**src/rtl/imem_fetch_ctrl.sv**
```systemverilog
// imem_fetch_ctrl
// Instruction-fetch sequencer sitting between a combinational, word-addressed
// instruction memory and the decode stage. It owns the program counter,
// captures {pc, instr} pairs into a small FIFO and hands them to decode over
// a valid/ready handshake. Redirects (branch/jump/trap) reload the PC and
// flush the buffer.
//
// Ports:
//   clk             system clock, all state updates on the rising edge
//   rst_n           synchronous active-low reset
//   fetch_en        1 = issue fetches, 0 = stop issuing new fetches
//   redirect_valid  load redirect_pc and flush the buffer this cycle
//   redirect_pc     redirect target (bits [1:0] ignored)
//   imem_addr       address to imem (the current PC, word aligned)
//   imem_instr      instruction returned by imem for imem_addr, same cycle
//   inst_valid      FIFO head is valid
//   inst_ready      decode accepts the head this cycle
//   inst_data       instruction at the FIFO head (0 when empty)
//   inst_pc         PC of the instruction at the FIFO head (0 when empty)
//   busy            FSM not idle or FIFO not empty
module imem_fetch_ctrl #(
  parameter logic [31:0] RESET_PC   = 32'h0000_0000,
  parameter int          FIFO_DEPTH = 2
) (
  input  logic        clk,
  input  logic        rst_n,
  input  logic        fetch_en,
  input  logic        redirect_valid,
  input  logic [31:0] redirect_pc,
  output logic [31:0] imem_addr,
  input  logic [31:0] imem_instr,
  output logic        inst_valid,
  input  logic        inst_ready,
  output logic [31:0] inst_data,
  output logic [31:0] inst_pc,
  output logic        busy
);

  localparam int PTR_W = $clog2(FIFO_DEPTH);
  localparam int CNT_W = PTR_W + 1;

  typedef enum logic [1:0] {IDLE, FETCH, DRAIN} state_t;

  state_t           state;
  logic [31:0]      pc_q;
  logic [31:0]      mem_pc    [FIFO_DEPTH];
  logic [31:0]      mem_instr [FIFO_DEPTH];
  logic [PTR_W-1:0] rd_ptr;
  logic [PTR_W-1:0] wr_ptr;
  logic [CNT_W-1:0] count;
  logic [CNT_W-1:0] count_next;

  logic empty;
  logic full;
  logic pop;
  logic push_ok;
  logic push;

  assign empty   = (count == '0);
  assign full    = (count == CNT_W'(FIFO_DEPTH));
  // A redirect flushes the buffer, so neither a pop nor a push may take
  // effect in that cycle.
  assign pop     = !empty && inst_ready && !redirect_valid;
  assign push_ok = !full || pop;
  assign push    = (state == FETCH) && fetch_en && push_ok && !redirect_valid;

  always_comb begin
    count_next = count;
    case ({push, pop})
      2'b10:   count_next = count + CNT_W'(1);
      2'b01:   count_next = count - CNT_W'(1);
      default: count_next = count;
    endcase
  end

  // Buffer storage has no reset: entries are only meaningful below count.
  always_ff @(posedge clk) begin
    if (push) begin
      mem_pc[wr_ptr]    <= pc_q;
      mem_instr[wr_ptr] <= imem_instr;
    end
  end

  always_ff @(posedge clk) begin
    if (!rst_n) begin
      state  <= IDLE;
      pc_q   <= RESET_PC & ~32'h3;
      rd_ptr <= '0;
      wr_ptr <= '0;
      count  <= '0;
    end else if (redirect_valid) begin
      pc_q   <= redirect_pc & ~32'h3;
      rd_ptr <= '0;
      wr_ptr <= '0;
      count  <= '0;
      state  <= fetch_en ? FETCH : IDLE;
    end else begin
      if (push) begin
        wr_ptr <= wr_ptr + PTR_W'(1);
        pc_q   <= pc_q + 32'd4;   // wraps modulo 2^32
      end
      if (pop) begin
        rd_ptr <= rd_ptr + PTR_W'(1);
      end
      count <= count_next;
      case (state)
        IDLE:    if (fetch_en) state <= FETCH;
        FETCH:   if (!fetch_en) state <= DRAIN;
        DRAIN: begin
          if (fetch_en)
            state <= FETCH;
          else if (count_next == '0)
            state <= IDLE;   // leave as soon as the last entry is taken
        end
        default: state <= IDLE;
      endcase
    end
  end

  assign imem_addr  = pc_q;
  assign inst_valid = !empty;
  assign inst_data  = empty ? 32'h0 : mem_instr[rd_ptr];
  assign inst_pc    = empty ? 32'h0 : mem_pc[rd_ptr];
  assign busy       = (state != IDLE) || !empty;

endmodule

```
**config.mk**
```make
export PLATFORM = sky130hd
export DESIGN_NAME = imem_fetch_ctrl
export DESIGN_NICKNAME = d
export VERILOG_FILES = /design/src/rtl/imem_fetch_ctrl.sv
export SDC_FILE = /design/constraint.sdc
export NUM_CORES = 1
export LEC_CHECK = 0
export BUFFER_PORTS_ARGS = -buffer_cell sky130_fd_sc_hd__buf_2
export CORE_MARGIN = 8
export CORE_UTILIZATION = 53
export CTS_BUF_LIST = sky130_fd_sc_hd__clkbuf_16
export DETAILED_ROUTE_END_ITERATION = 8
export GPL_ROUTABILITY_DRIVEN = 0
export PLACE_DENSITY_LB_ADDON = 0.05
export SLEW_MARGIN = 15
export SYNTH_ARGS = -nofsm -noshare
export SYNTH_HDL_FRONTEND = slang
export SYNTH_SLANG_ARGS = --single-unit
```
**constraint.sdc**
```tcl
create_clock -name clk -period 5.7 [get_ports clk]
set_clock_uncertainty 0.15 [all_clocks]
set_input_delay 0.57 -clock clk [delete_from_list [all_inputs] [get_ports clk]]
set_output_delay 0.57 -clock clk [all_outputs]
set_load 0.005 [all_outputs]
```
==> results_dict.tcl <==
set metrics [dict create \
    cts_buffer_depth 2 \
    hold_violations 0 \
    pre_cts_slack_ps 2550 \
    vias 4549 \
    grt_overflow_total 0 \
    cp_slowest_cell "nor2_4" \
    syn_area_per_cell_um2 12.8 \
    rr_worst_depth 7 \
    cp.arrival_ps 2800 \
    antenna_left 0 \
    rsz0062_at_grt "false" \
    worst_ep_required_time_ps 5650 \
    finalPower_mw 2.66 \
    cts-root-buf "clkbuf_16" \
    dpl-instance-area_mm2 0.00768 \
    design_area_mm2 0.00832 \
    timing.rr.end "mem_pc[0][26]" \
    synth-seq-cells 161 \
    min_delay_worst_endpoint "mem_instr[0][30]" \
    drcViolationCount 0 \
    r2r-start "count[0]" \
    slew_viol_final 0 \
    antenna_cells 0 \
    finalNetCount 753 \
    finalCritPeriodShare_pct 50.0 \
    power_density_mw_per_mm2 319 \
    drt_iter0_drc 328 \
    netlist_area_mm2 0.00675 \
    leakage_nw 3.21 \
    whs_path_depth 1 \
    grt_pass1_vias 4665 \
    postCtsSetupRepairBufs 0 \
    drive_gt1_share_pct 29.5 \
    ff2ff_setup_slack_ps 2850 \
    max_slew_margin_pct 25.9 \
    synth_edf_count 124 \
    core_mm2 0.0125 \
    synth_area_leaders "edfxtp_1 55%, dfxtp_1 11%, mux2i_1 9.3%" \
    viasPerCell 5.25 \
    synth_warnings 0 \
    hold_start "imem_instr[30]" \
    clock-sinks 161 \
    finalSetupViolations 0 \
    cts_made_buffers 17 \
    cp_max_fo 34 \
    path_common_cell "buf_4" \
    cts_resized 0 \
    row_count 41 \
    status "finished clean" \
    crit_chain "nand2b_1, o21ai_1, buf_4, nor2_1, inv_1, nor2_4, buf_4" \
    h-tree-depth 4 \
    clkLatencyLatePin_ps 420 \
    area_growth_pct 23.4 \
    cts_tree "done" \
    clkTransAtPathRegs_ps 60 \
    hp-class "in2reg" \
    start_kind "register" \
    antenna_found_initial 0 \
    synth_cell_types 40 \
    max-cap-violations 0 \
    grt_pass1_wl_mm 23.5 \
    first_pass_iters 4 \
    ioPinCount 167 \
    crit_path_end_kind "register" \
    netlist.area_leader.share_pct 55.2 \
    post-route-min-period_ps 2850 \
    worst_slack_ps 2850 \
    slowest_delay_ps 770 \
    postSynthCellCount 526 \
    grt_util_all_layers_pct 18.4 \
    fmax_mhz 351 \
    peakVddDrop_uv 193 \
    critPathKind "reg2reg" \
    cts_hold_buf 0 \
    dp_hpwl_mm 10.2 \
    tightest_slew_ps 1110 \
    async_flop_share_pct 0 \
    seq_area_frac_synth_pct 66.2 \
    yosysTopAreaCell "edfxtp_1" \
    tns_ps 0 \
    grt_max_degree 63 \
    post_drt_wl_per_cell_um 17.3 \
    die_w_um 129 \
    timing.hold.ws_ps 192 \
    drt-total-wl_mm 15.0 \
    ys.flop_type "edfxtp_1" \
    initial_utilization_pct 53.9 \
    dieArea_mm2 0.0166 \
    dieHeight_um 129 \
    io_buffers 160 \
]
-- flip-flops by register name, indices dropped and copies added, names as in the netlist, named ones only --
name,flops
mem_pc,60
state,2
rd_ptr,1
imem_addr,30
wr_ptr,1
mem_instr,64
count,2
-- cells in the mapped netlist, types with 6 or more instances --
cell type and n:
o21ai_0 33, nand4_1 10, nand3_1 11, and3_1 6, dfxtp_1 37, mux2i_1 63, a21oi_1 18, xnor2_1 14
nand2_1 34, xor2_1 18, clkbuf_1 17, edfxtp_1 124, buf_2 9, nor2_1 77
-- worst max-delay path by stage --
| stage | from | to | slack (ps) | cells after the start |
|---|---|---|---|---|
| final | count[0] | mem_pc[0][26] | 2850 | 7 |
| after global routing | count[0] | mem_pc[0][30] | 2650 | 7 |
| after CTS | count[0] | mem_pc[0][26] | 2800 | 7 |
| after detailed placement | fetch_en | mem_pc[0][27] | 2550 | 8 |
| after global placement | fetch_en | mem_pc[0][25] | 2550 | 8 |
| after floorplan | fetch_en | mem_instr[0][0] | 1180 | 6 |
-- report_power, final --
part	switching, mW	internal [mW]
sequential	0.0299	1.29
combinational	0.0623	0.0534
clock	0.447	0.774
-- stage by stage --
step,instances,util [%]
finish,867,66.5
detailed placement,835,61.4
global route,867,66.5
global placement,835,61.4
floorplan,529,-
CTS,867,66.5
-- per-layer routing --
| metal | vias to the layer above | track usage [%] | wire, um | share of wire, % |
|---|---|---|---|---|
| met5 | - | 0 | 0 | 0 |
| met4 | 0 | 6.98 | 221 | 1.5 |
| met3 | 16 | 4.84 | 750 | 5.0 |
| met2 | 135 | 31.4 | 7580 | 50 |
| met1 | 2192 | 21.9 | 6490 | 43 |
| li1 | 2206 | - | - | - |
-- placed cells by master, fill, tap and decap left out, types with 2 or more instances in the layout --
| cell | count |
|---|---|
| edfxtp_1 | 124 |
| nand3b_1 | 2 |
| xor2_1 | 18 |
| nor3_1 | 3 |
| a31oi_1 | 2 |
| and3_1 | 6 |
| clkbuf_16 | 17 |
| bufinv_16 | 5 |
| ha_1 | 2 |
| nand2b_1 | 4 |
| nand2_1 | 34 |
| clkinvlp_4 | 5 |
| nor4b_4 | 2 |
| o21ai_0 | 33 |
| dfxtp_1 | 36 |
| clkinv_2 | 3 |
| inv_1 | 5 |
| buf_2 | 160 |
| o211a_1 | 5 |
| nor2_4 | 2 |
| buf_4 | 6 |
| xnor2_1 | 14 |
| mux2i_1 | 63 |
| nor2_1 | 75 |
| a21oi_1 | 18 |
| and4_1 | 5 |
| nand3_1 | 11 |
| nor2b_1 | 4 |
| clkinv_1 | 2 |
| nand4_1 | 10 |
| conb_1 | 4 |
-- critical path: cells and delay by family, from the launching register on --
kind / cells / cell delay [ps]
compound gates: 1 / 70
buf+inv: 3 / 710
flops: 1 / 440
simple gates: 3 / 1130
-- final cells by class --
type | instances | area (um2)
inverters | 6 | 22.5
fillers | 1006 | 4200
clock inverters | 15 | 215
clock buffers | 17 | 425
well taps | 172 | 215
flip-flops and latches | 161 | 4470
repair buffers | 166 | 846
multi-input cells | 330 | 2130
-- cell families (layout without fill, tap and decap cells) --
group	Yosys count	count (layout)	share of synthesized area [%]
buffers and inverters	38	204	2.67
multiplexers	63	63	9.35
AO/OA/AOI/OAI	65	65	5.53
XOR/XNOR	32	32	4.16
AND/OR/NAND/NOR	164	164	11.7
flip-flops	161	161	66.2
other	1	4	0.0556
adder cells (fa/ha/maj)	2	2	0.371
Note: power is estimated with default switching activity, not from simulation.
